===== config.mk =====
export PLATFORM = sky130hd
export DESIGN_NAME = audio_buf_ctrl
export DESIGN_NICKNAME = d
export VERILOG_FILES = /design/src/rtl/audio_buf_ctrl.sv
export SDC_FILE = /design/constraint.sdc
export NUM_CORES = 1
export LEC_CHECK = 0
export CORE_MARGIN = 3
export CORE_UTILIZATION = 51
export CTS_CLUSTER_DIAMETER = 150
export CTS_CLUSTER_SIZE = 24
export DETAILED_ROUTE_END_ITERATION = 6
export HOLD_SLACK_MARGIN = 0.05
export PLACE_DENSITY = 0.87
export SLEW_MARGIN = 20
export SYNTH_ARGS = -nofsm -noshare
export SYNTH_HDL_FRONTEND = slang
export SYNTH_SLANG_ARGS = --single-unit

===== constraint.sdc =====
create_clock -name clk50M -period 2.5 [get_ports clk50M]
set_input_delay 0.5 -clock clk50M [delete_from_list [all_inputs] [get_ports clk50M]]
set_output_delay 0.5 -clock clk50M [all_outputs]
set_load 0.01 [all_outputs]

===== src/rtl/audio_buf_ctrl.sv =====
// audio_buf_ctrl
//   Bridges the codec sample strobes and the SDRAM controller port.
//   While recording, each ADC sample is queued as one SDRAM write at the
//   next free address. While playing, each DAC request becomes one SDRAM
//   read. Playback stops at the last recorded sample. Only one SDRAM
//   transaction is outstanding at a time, and writes win over reads.
//
// Ports
//   clk50M, reset_n              clock (rising edge), synchronous active-low reset
//   record_en, play_en           level enables from key detect
//   sdr_waddr_set, sdr_raddr_set level: hold write / read side at address 0
//   adc_valid, adc_data          ADC sample strobe and data
//   dac_req                      DAC asks for its next sample
//   wr_req, wr_addr, wr_data     SDRAM write request, held until wr_ack
//   wr_ack                       SDRAM write accept
//   rd_req, rd_addr              SDRAM read request, held until rd_ack
//   rd_ack, rd_data              SDRAM read completion and data
//   dac_data, dac_valid          playback sample and its update strobe
//   rec_len                      number of samples recorded
//   full, play_done, xrun        sticky status flags
module audio_buf_ctrl #(
  parameter int                ADDR_W   = 22,
  parameter int                DATA_W   = 16,
  parameter logic [ADDR_W-1:0] MAX_ADDR = {ADDR_W{1'b1}}
) (
  input  logic              clk50M,
  input  logic              reset_n,
  input  logic              record_en,
  input  logic              play_en,
  input  logic              sdr_waddr_set,
  input  logic              sdr_raddr_set,
  input  logic              adc_valid,
  input  logic [DATA_W-1:0] adc_data,
  input  logic              dac_req,
  output logic              wr_req,
  output logic [ADDR_W-1:0] wr_addr,
  output logic [DATA_W-1:0] wr_data,
  input  logic              wr_ack,
  output logic              rd_req,
  output logic [ADDR_W-1:0] rd_addr,
  input  logic              rd_ack,
  input  logic [DATA_W-1:0] rd_data,
  output logic [DATA_W-1:0] dac_data,
  output logic              dac_valid,
  output logic [ADDR_W-1:0] rec_len,
  output logic              full,
  output logic              play_done,
  output logic              xrun
);

  typedef enum logic [1:0] {IDLE, WR, RD} state_t;

  state_t            state;
  logic [ADDR_W-1:0] waddr;
  logic [ADDR_W-1:0] raddr;
  logic [DATA_W-1:0] wr_hold;
  logic              wr_pend;
  logic              rd_pend;
  // Set while the in-flight transaction was orphaned by an address reset:
  // it still completes on the bus but must not touch pointers or outputs.
  logic              wr_ign;
  logic              rd_ign;

  logic              cap_hit;
  logic              play_hit;

  assign cap_hit  = adc_valid & record_en & ~full & ~sdr_waddr_set;
  assign play_hit = dac_req & play_en & ~sdr_raddr_set;

  // Write pointer advance that sticks at the last writable address.
  function automatic logic [ADDR_W-1:0] waddr_next(input logic [ADDR_W-1:0] a);
    return (a == MAX_ADDR) ? a : a + 1'b1;
  endfunction

  always_ff @(posedge clk50M) begin
    if (!reset_n) begin
      state     <= IDLE;
      waddr     <= '0;
      raddr     <= '0;
      wr_hold   <= '0;
      wr_pend   <= 1'b0;
      rd_pend   <= 1'b0;
      wr_ign    <= 1'b0;
      rd_ign    <= 1'b0;
      wr_req    <= 1'b0;
      wr_addr   <= '0;
      wr_data   <= '0;
      rd_req    <= 1'b0;
      rd_addr   <= '0;
      dac_data  <= '0;
      dac_valid <= 1'b0;
      rec_len   <= '0;
      full      <= 1'b0;
      play_done <= 1'b0;
      xrun      <= 1'b0;
    end else begin
      dac_valid <= 1'b0;

      // Sample capture: a second sample before the first is written is lost.
      if (cap_hit) begin
        if (wr_pend) begin
          xrun <= 1'b1;
        end else begin
          wr_hold <= adc_data;
          wr_pend <= 1'b1;
        end
      end

      // Playback request: at the end of the recording answer with silence.
      if (play_hit) begin
        if (rd_pend) begin
          xrun <= 1'b1;
        end else if (raddr == rec_len) begin
          dac_data  <= '0;
          dac_valid <= 1'b1;
          play_done <= 1'b1;
        end else begin
          rd_pend <= 1'b1;
        end
      end

      case (state)
        IDLE: begin
          if (wr_pend && !sdr_waddr_set) begin
            state   <= WR;
            wr_req  <= 1'b1;
            wr_addr <= waddr;
            wr_data <= wr_hold;
          end else if (rd_pend && !sdr_raddr_set) begin
            state   <= RD;
            rd_req  <= 1'b1;
            rd_addr <= raddr;
          end
        end
        WR: begin
          if (wr_ack) begin
            state  <= IDLE;
            wr_req <= 1'b0;
            wr_ign <= 1'b0;
            if (!wr_ign) begin
              wr_pend <= 1'b0;
              // rec_len wraps to 0 only when the whole address space is used.
              rec_len <= waddr + 1'b1;
              waddr   <= waddr_next(waddr);
              if (waddr == MAX_ADDR) full <= 1'b1;
            end
          end
        end
        RD: begin
          if (rd_ack) begin
            state  <= IDLE;
            rd_req <= 1'b0;
            rd_ign <= 1'b0;
            if (!rd_ign) begin
              rd_pend   <= 1'b0;
              dac_data  <= rd_data;
              dac_valid <= 1'b1;
              raddr     <= raddr + 1'b1;
            end
          end
        end
        default: state <= IDLE;
      endcase

      // Address resets override everything above in the same cycle.
      if (sdr_waddr_set) begin
        waddr   <= '0;
        rec_len <= '0;
        full    <= 1'b0;
        wr_pend <= 1'b0;
        xrun    <= 1'b0;
        if (state == WR && !wr_ack) wr_ign <= 1'b1;
      end
      if (sdr_raddr_set) begin
        raddr     <= '0;
        play_done <= 1'b0;
        rd_pend   <= 1'b0;
        xrun      <= 1'b0;
        dac_valid <= 1'b0;
        if (state == RD && !rd_ack) rd_ign <= 1'b1;
      end
    end
  end

endmodule


==> metrics.txt <==
Worst Setup SP raddr[18]$_SDFFE_PP0P_; Slowest Stage Delay on Critical Path between 500 and 600 ps; Cells after Synth around 810; final core occ between 70% and 80%; HP Class reg -> reg; Synth area leader dfxtp_1; CTS Buf Count 17; critical path buffer and inverter count 1; WP depth 6; period utilization around 90%; WP data arrival 2550 ps; Synth Cell Area slightly below 0.007 mm^2; die width 122.6 um; Post-synth EDFFs 0; RR Startpoint raddr[18]$_SDFFE_PP0P_; R2R cell count 6; Initial Util ~54%; critical path required time around 2800 ps; area of the multi-input gates roughly 0.0032 mm^2; Setup CP Type reg -> reg; Slew Limit Fails 0; Pre-antenna DRT Iters 6; startpoint types flip-flop; DR iter-0 viols 560; Top delay family on crit path simple AND/OR/NAND/NOR gates; Port Buffer Count 145; Worst setup EP type flip-flop; endpoints failing hold 0; ys flop type dfxtp_1; Async S/R FF share, synth 0%; Clock Tree Buf Depth 2; CP max FO 9; Yosys reg bits 170; Least-Margin Pin Slew 701.1 ps; Slew headroom 52.83%; synth unique cells just under 50; Finish-stage setup viols 0; DRC viols 0; crit-path cells xor2_1 > or4_1 > nor4_4 > a311oi_2 > buf_4 > a22o_1; Detailed Route WL 17460 um; synthesis-to-finish area growth 31.52%; register area share after synthesis between 40 and 50%; Sink Count 170; post-CTS sizing 0; via count around 6k; r2r endpoint dac_data[4]$_SDFF_PN0_; CTS root buffer clkbuf_16; Die Ht about 120 um; Final ANT Viol Nets 0; Peak VDD IR between 500 and 600 uV; top cell type's share of synthesized area roughly half; RSZ-0062 raised after global routing no; pwr dens ~590 mW/mm^2; H-tree depth 4; Via density roughly 5.5; Max-Cap Viols 0; first-pass GRT wire length roughly 28000 um; largest net degree at the start of global routing 59; synth top area cells dfxtp_1, nand2_1, a21oi_1; initial antenna violation count 0; reg2reg setup slack between 200 and 300 ps; Clock Latency Late Sink roughly 420 ps; minimum clock period after layout approximately 2200 ps; Antenna Diode Count 0; commonest cells after routing, fill and taps aside dfxtp_1, clkdlybuf4s50_1, nand2_1; Nets roughly 980; register area ~0.0034 mm^2; number of global-route vias before repair roughly 5.7k; final setup TNS 0 ps; IO Pins about 150; Leak roughly 0.0032 uW; Slowest-stage cell, CP or4_1; layout cells sized above 1 about 7.7%; All-Layer GR Usage around a quarter; worst clock skew just over 5 ps; status completed; clock slew at reported path FFs 60 ps; Ys Warns 0; postcts setup bufs 0; synthesized area per cell between 8 and 9 um^2; Hold Buf Count CTS 0; most common cell after layout, fill and taps aside dfxtp_1; Max Freq 447.8 MHz; die area about 0.015 mm^2; routability cong. roughly 0.85; wire per inst roughly 16 um; Congestion Overflow GR 0; CTS tree yes; worst setup path end dac_data[4]$_SDFF_PN0_; fill count 989; Syn Nets 850; Worst Hold Slack ~450 ps; Placement Rows 41; HPWL after detailed placement between 10000 and 15000 um; total core area ~0.013 mm^2
[cell type report]
cell class,instances,area share (%)
inverters,12,0.4944
multi-input cells,563,35.35
flip-flops and latches,170,37.35
clock inverters,7,0.4394
well taps,172,2.362
repair buffers,174,18.46
clock buffers,25,5.548
[worst min-delay path, stage by stage (launching register included)]
cell,delay [ps]
dfxtp_1,310
nand2_1,50
a21oi_1,50
[cells by family (layout without fill, tap and decap cells)]
| family | after synthesis | after routing | synth area share [%] |
|---|---|---|---|
| xor gates and xnor gates | 64 | 64 | 8.091 |
| buffers and inverters | 73 | 218 | 4.569 |
| AOI/OAI and AO/OA | 163 | 163 | 13.73 |
| adders and majority gates | 2 | 2 | 0.3611 |
| DFF | 170 | 170 | 49.12 |
| muxes | 24 | 24 | 3.468 |
| and+or+nand+nor | 310 | 310 | 20.66 |
[cell usage after synthesis, drive strengths merged (4+ instances only)]
master,instances
or3,20
o21ai,32
inv,12
or4,5
xor2,24
nand3b,4
nand3,16
a31oi,4
xnor2,40
mux2i,24
nor2,72
nand4,15
clkbuf,44
dfxtp,170
nor4,7
a21oi,91
a211oi,11
buf,17
nor3,20
a22o,16
nand2,137
[report_power, final]
part,leakage [uW],internal (uW),switching (uW),total (uW)
clock network,0.000269,1390,1020,2410
logic,0.00158,91.6,101,193
registers,0.00137,2720,9.20,2730
total,0.00322,4210,1130,5340
[worst min path at each step]
stage,start,depth (start not counted),end
4_1_cts,wr_hold[14]$_SDFFE_PN0P_,2,wr_data[14]$_SDFFE_PN0P_
5_1_grt,wr_hold[7]$_SDFFE_PN0P_,2,wr_data[7]$_SDFFE_PN0P_
6_report,wr_hold[14]$_SDFFE_PN0P_,2,wr_data[14]$_SDFFE_PN0P_
3_5_place_dp,wr_hold[14]$_SDFFE_PN0P_,2,wr_data[14]$_SDFFE_PN0P_
3_3_place_gp,wr_hold[0]$_SDFFE_PN0P_,2,wr_data[0]$_SDFFE_PN0P_
2_1_floorplan,wr_hold[0]$_SDFFE_PN0P_,2,wr_data[0]$_SDFFE_PN0P_
[through the flow]
stage                     instance area (um^2)  std cells  setup slack (ps)  total power [uW]
after floorplan                           6928        806             474.5              2875
after global placement                    8558       1090             1.082              2978
after detailed placement                  8558       1090            -26.09              2982
after CTS                                 9104       1122             279.5              5369
after global routing                      9111       1123             132.7              5490
final                                     9111       1123             267.0              5336
[registers in the layout (all words and copies together), names as in the netlist, named ones only]
register and count:
state 2, wr_data 16, rd_pend 1, xrun 1
waddr 22, full 1, dac_data 16, wr_pend 1
play_done 1, wr_addr 22, rd_req 1, dac_valid 1
wr_req 1, rec_len 22, rd_addr 22, wr_hold 16
raddr 22
[metal layers]
layer | vias up | track usage, % | routed length [um]
met5 | - | 0 | 0
met2 | 188 | 37.48 | 8419
li1 | 3021 | - | -
met3 | 37 | 4.977 | 948
met1 | 2885 | 30.83 | 7685
met4 | 0 | 9.377 | 404
(Power assumes the default switching activity.)
==> variant 1: new RTL, same settings <==
`ADDR_W`: 22 -> 11.
--- a/src/rtl/audio_buf_ctrl.sv
+++ b/src/rtl/audio_buf_ctrl.sv
@@ -21,3 +21,3 @@
 module audio_buf_ctrl #(
-  parameter int                ADDR_W   = 22,
+  parameter int                ADDR_W   = 11,
   parameter int                DATA_W   = 16,
Ports: changed (resized rd_addr, rec_len and wr_addr); port bits go from 146 to 113. The function was not compared with the original's and may differ.
==> variant 1 against the original RTL <==
  * First-iteration DRC count down 59%
  * Setup slack better by 0.13 ns
  * Routed wire length down 32%
  * Hold slack better by 0.0072 ns
  * Power down 15%
  * Cell count down 33%
  * Clock power up 5%
  * Global-route usage up 0.58 points
  * Combinational power down 11%
  * Synthesized cell count down 34%
  * Sequential cell count down 55
  * Design area down 29%
  * Synthesized area down 33%
  * Critical path type unchanged
==> variant 1: results (changes against the original RTL) <==
- The total length of routed met2 wires is 5.88 mm (-30%).
- The highest net fanout along the worst path is 13 (+4).
- The clock network latency to the later pin of the worst-skew pair was 0.51 ns (+0.09 ns).
- The fraction of layout instances using a drive strength above 1 is 8.17% (+0.49 points).
- The register-to-register setup slack came to 0.40 ns (+0.13 ns).
- The number of library cell types mapped by synthesis is 43 (-12%).
- The synthesized netlist net count was 578 (-32%).
- The per-cell via count in the routed design came to 5.64 (+3.4%).
- The peak ir drop on the vdd network was 0.460 mV (-9.3%).
- The number of detailed-route iterations in the first pass was 5 (-1).
- The routed wire length is 11.9 mm (-32%).
- The met3 routed wirelength is 905 um (-4.5%).
- In this run the most critical hold path is launched from wr_addr[9].
- The combined global-route utilization of all metal layers is 23.9% (+0.58 points).
- The first-pass GRT wire length is 19.6 mm (-30%).
- The number of global-route vias before repair is 4206 (-26%).
- After synthesis, the cell types taking the most area are sky130_fd_sc_hd__dfxtp_1, sky130_fd_sc_hd__nand2_1, sky130_fd_sc_hd__a21oi_1, sky130_fd_sc_hd__a32o_1, sky130_fd_sc_hd__xor2_1.
- The critical register-to-register path startpoint is state[0].
- The detailed-routing wirelength on met1 is 4.99 mm (-35%).
- The final net count came to 680 (-31%).
- The minimum clock period was 2.10 ns (-0.132 ns).
- The post-placement worst setup slack came to 0.241 ns (+0.267 ns).
- The share of the synthesized area in the top cell type is 49.3% (+0.15 points).
- The reported leakage power is 2.43 nW (-24%).
- Sorting the synthesized cells by how often they occur yields sky130_fd_sc_hd__dfxtp_1, sky130_fd_sc_hd__nand2_1, sky130_fd_sc_hd__a21oi_1, sky130_fd_sc_hd__nor2_1, sky130_fd_sc_hd__clkbuf_1.
- The final weighted congestion in routability-driven placement was 0.848 (-0.11%).
- The count of routing violations after the opening detailed-route iteration is 231 (-59%).
- The number of fillers in the final layout is 640 (-35%).
- The worst reg-to-reg path cell count is 4 (-2).
- The pin count of the biggest net entering global routing was 37 (-37%).
- The worst-case clock skew is 0.00598 ns (+0.000826 ns).
- The tree is rooted in a sky130_fd_sc_hd__clkbuf_8.
- The count of input and output buffers is 112 (-23%).
- The worst register-to-register path ends at waddr[4].
- The post-DP HPWL is 8.05 mm (-35%).
- The run finished with clean final reports.
variant 1: cell count changes in the layout (fill, tap and decap cells not counted), moves of 14 or more:
| cell | delta |
|---|---|
| sky130_fd_sc_hd__a21oi_1 | -27 |
| sky130_fd_sc_hd__a22o_1 | -16 |
| sky130_fd_sc_hd__a32o_1 | +16 |
| sky130_fd_sc_hd__and3_1 | +18 |
| sky130_fd_sc_hd__buf_4 | -16 |
| sky130_fd_sc_hd__clkdlybuf4s50_1 | -33 |
| sky130_fd_sc_hd__dfxtp_1 | -55 |
| sky130_fd_sc_hd__nand2_1 | -36 |
| sky130_fd_sc_hd__nor2_1 | -39 |
| sky130_fd_sc_hd__o21ai_0 | -14 |
| sky130_fd_sc_hd__xnor2_1 | -32 |
variant 1: final cells by class:
cell class | count | share of cell area, %
flip-flops and latches | 115 | 35.6
multi-input cells | 370 | 33.3
repair buffers | 124 | 18.7
clock buffers | 18 | 6.62
clock inverters | 14 | 3.10
well taps | 108 | 2.09
inverters | 8 | 0.465
variant 1: worst max-delay path: stages (launching register included):
cell and delay (ns):
sky130_fd_sc_hd__dfxtp_1 0.52, sky130_fd_sc_hd__nor2b_1 0.28, sky130_fd_sc_hd__nand3b_1 0.42, sky130_fd_sc_hd__or4_1 0.65, sky130_fd_sc_hd__a21oi_1 0.16
variant 1: routing by layer:
metal | track usage, % | vias to the layer above
met3 | 7.09 | 14
met5 | 0 | -
li1 | - | 2087
met4 | 7.87 | 0
met1 | 30.0 | 2012
met2 | 39.6 | 160
variant 1: worst max path at each step:
stage,startpoint,end,depth (start not counted)
3_3_place_gp,dac_req,dac_data[3],5
4_1_cts,state[0],waddr[4],4
5_1_grt,state[0],waddr[4],4
2_1_floorplan,waddr[0],waddr[5],6
6_report,state[0],waddr[4],4
3_5_place_dp,wr_ack,waddr[4],4
variant 1: where the power goes:
| group | internal [mW] | switching (mW) | leakage (nW) |
|---|---|---|---|
| combinational | 0.0859 | 0.0860 | 1.20 |
| clock | 1.66 | 0.876 | 0.299 |
| sequential | 1.85 | 0.00892 | 0.927 |
| total | 3.59 | 0.971 | 2.43 |
variant 1: logic make-up after synthesis:
kind of cell / after synthesis / synth area share [%]
multiplexers: 11 / 2.36
AND/OR/NAND/NOR: 211 / 22.2
XOR/XNOR: 25 / 4.69
flip-flops: 115 / 49.3
buffers and inverters: 49 / 4.90
AO/OA/AOI/OAI: 121 / 16.0
adder cells (fa/ha/maj): 2 / 0.536
variant 1: through the flow:
stage,std cells,utilization (%),cell area (um^2),hold slack [ns]
floorplan,534,-,4670,0.432
global placement,725,66.2,5830,0.434
detailed placement,725,66.2,5830,0.447
CTS,757,73.4,6460,0.454
global route,757,73.4,6460,0.462
finish,757,73.4,6460,0.455
==> variant 2: new RTL, same flow settings <==
Made on the original files. Reset style: asynchronous (`reset_n`), changed in one clocked block. Comments in the files are not updated.
--- a/src/rtl/audio_buf_ctrl.sv
+++ b/src/rtl/audio_buf_ctrl.sv
@@ -74,3 +74,3 @@
 
-  always_ff @(posedge clk50M) begin
+  always_ff @(posedge clk50M or negedge reset_n) begin
     if (!reset_n) begin
Formal check against the unedited RTL: differs if reset_n is asserted again (counterexample within 4 cycles, from zero or initial values and one cycle with reset_n low); with reset_n held inactive, the same outputs for 4 cycles.
==> variant 2 against the original RTL <==
  * Setup slack improved by 0.11 ns
  * Sequential cell count unchanged
  * Non-clock buffer count down 6
  * Clock skew grew 0.00093 ns
  * Routed wire length grew 3.2%
  * Design area increased by 9.1%
  * Synthesized area up 10%
  * Maximum frequency is 5.3% higher
  * Die area is 9.7% higher
  * First-iteration DRC count up 3.8%
  * Cell count fell by 9.1%
  * Critical path type unchanged
  * Critical endpoint is now waddr[15]
  * Largest cell class unchanged
  * Highest routed layer unchanged
Power is not compared: it rests on default switching activity, and its combinational part moved more than twofold at a synthesized area within 25%.
==> variant 2: results (changes against the original RTL) <==
- The area of the die was 16500 um^2 (+9.7%).
- The flip-flop and latch area is 4250 um^2 (+25%).
- The highest net fanout along the worst path is 10 (+1).
- The data arrival at the endpoint of the critical path is 2.47 ns (-0.08 ns).
- Broken down by cell family, the worst path's largest delay share belongs to simple AND/OR/NAND/NOR gates.
- The critical path's largest stage delay is 0.46 ns (-0.11 ns).
- The number of instances in the placed design is 989 (-9.3%).
- By count the netlist is led by sky130_fd_sc_hd__dfrtp_1, sky130_fd_sc_hd__nor2_1, sky130_fd_sc_hd__mux2_2, sky130_fd_sc_hd__xor2_1, sky130_fd_sc_hd__nand2_1.
- The post-placement worst setup slack is -0.186 ns (-0.160 ns).
- The min-delay analysis places its worst path in the category in -> async.
- The combined global-route utilization of all metal layers is 22.6% (-0.76 points).
- The number of standard cells in the layout, taps in and fillers out is 1021 (-9.1%).
- The met3 routed wirelength is 1.02 mm (+7.3%).
- The synthesized area per cell is 11.2 um^2 (+30%).
- The first-pass GRT wire length was 29.5 mm (+5.4%).
- The synthesized netlist net count is 726 (-15%).
- The fraction of layout instances using a drive strength above 1 was 15.7% (+8.0 points).
- The average wire per cell in the routed design is 17.7 um (+14%).
- The number of sequential cells in the layout came to 170 (unchanged).
- The clock buffer count is 26 (+4.0%).
- The number of global-route vias before repair is 5645 (-0.69%).
- The utilization of the core after routing is 68.1% (-2.4 points).
- The count of multi-input gates is 459 (-18%).
- The largest individual stage delay along the critical path comes from the cell sky130_fd_sc_hd__dfrtp_1.
- The worst-case clock skew was 0.00609 ns (+0.000933 ns).
- The sequential element share of the synthesized area came to 55.7% (+6.6 points).
- The final net count came to 868 (-12%).
- The detailed-routing wirelength on met1 is 7.77 mm (+1.2%).
- The standard cell area after detailed placement was 9340 um^2 (+9.1%).
- The count of routing violations after the opening detailed-route iteration is 581 (+3.8%).
- The proportion of synthesized flip-flops having asynchronous set or reset is 100% (+100 points).
- The clock distribution area overhead in the final layout is 5.98% (-0.0073 points).
- The pin count of the biggest net entering global routing is 62 (+5.1%).
- The final-layout non-clock buffer area share is 16.9% (-1.6 points).
- The detailed-route via count is 5805 (-5.3%).
- The number of detailed-route iterations in the first pass was 5 (-1).
- The pin slew with the least headroom to its limit came to 0.663 ns (-0.0382 ns).
- The flow ran to the end, and the final reports show no timing, DRC or antenna violations.
- The share of cell area taken by multi-input logic gates is 31.7% (-3.6 points).
- The post-DP HPWL was 12.6 mm (+2.7%).
- The layout inverter count without the clock tree came to 8 (-4).
- The most used flip-flop cell after synthesis is sky130_fd_sc_hd__dfrtp_1.
- The final weighted congestion in routability-driven placement came to 0.914 (+7.7%).
- The non-clock buffer count in the final layout is 168 (-3.4%).
- Ranked by total cell area, the synthesized netlist is headed by sky130_fd_sc_hd__dfrtp_1, sky130_fd_sc_hd__mux2_2, sky130_fd_sc_hd__nor2_1, sky130_fd_sc_hd__xor2_1, sky130_fd_sc_hd__xnor2_1.
- The number of library cell types mapped by synthesis was 47 (-4.1%).
- The number of fillers in the final layout is 1045 (+5.7%).
[variant 2: cell types whose count changed in the layout (fill, tap and decap cells not counted), moves of 20 or more]
cell,before,now
sky130_fd_sc_hd__mux2i_1,24,0
sky130_fd_sc_hd__dfrtp_1,0,170
sky130_fd_sc_hd__mux2_2,0,68
sky130_fd_sc_hd__dfxtp_1,170,0
sky130_fd_sc_hd__a211oi_1,11,31
sky130_fd_sc_hd__a21oi_1,91,23
sky130_fd_sc_hd__nand2_1,137,35
[variant 2: cells by family (layout without fill, tap and decap cells)]
logic type | count (synthesis) | count (layout) | synth area share [%]
buffers and inverters | 53 | 208 | 3.34
DFF | 170 | 170 | 55.7
muxes | 73 | 73 | 10.8
and+or+nand+nor | 235 | 235 | 15.4
AOI/OAI and AO/OA | 84 | 84 | 7.01
adders and majority gates | 2 | 2 | 0.328
xor gates and xnor gates | 65 | 65 | 7.45
[variant 2: final timing paths]
kind,startpoint,to,slack [ns],depth (start not counted)
worst max-delay path,waddr[0],waddr[15],0.38,6
worst min register to register,wr_req,wr_req,0.48,1
min in group clk50M,wr_req,wr_req,0.48,1
max in group asynchronous,reset_n,waddr[4],1.71,2
worst max register to register,waddr[0],waddr[15],0.38,6
worst min-delay path,reset_n,dac_data[5],0.06,1
[variant 2: layer usage]
| layer | up-vias | GRT usage [%] |
|---|---|---|
| met5 | - | 0 |
| li1 | 2697 | - |
| met3 | 32 | 5.52 |
| met2 | 187 | 35.5 |
| met4 | 0 | 7.80 |
| met1 | 2889 | 31.1 |
[variant 2: power breakdown]
part / switching (mW) / internal, mW
registers: 0.238 / 3.13
logic: 0.629 / 0.866
clock network: 1.02 / 1.60
[variant 2: timing repair]
item | in CTS | in global routing
buffers inserted | 0 | 0
endpoints found under the hold margin | 0 | 0
endpoints found under the setup margin | 0 | 1
gates resized for setup | 0 | 1
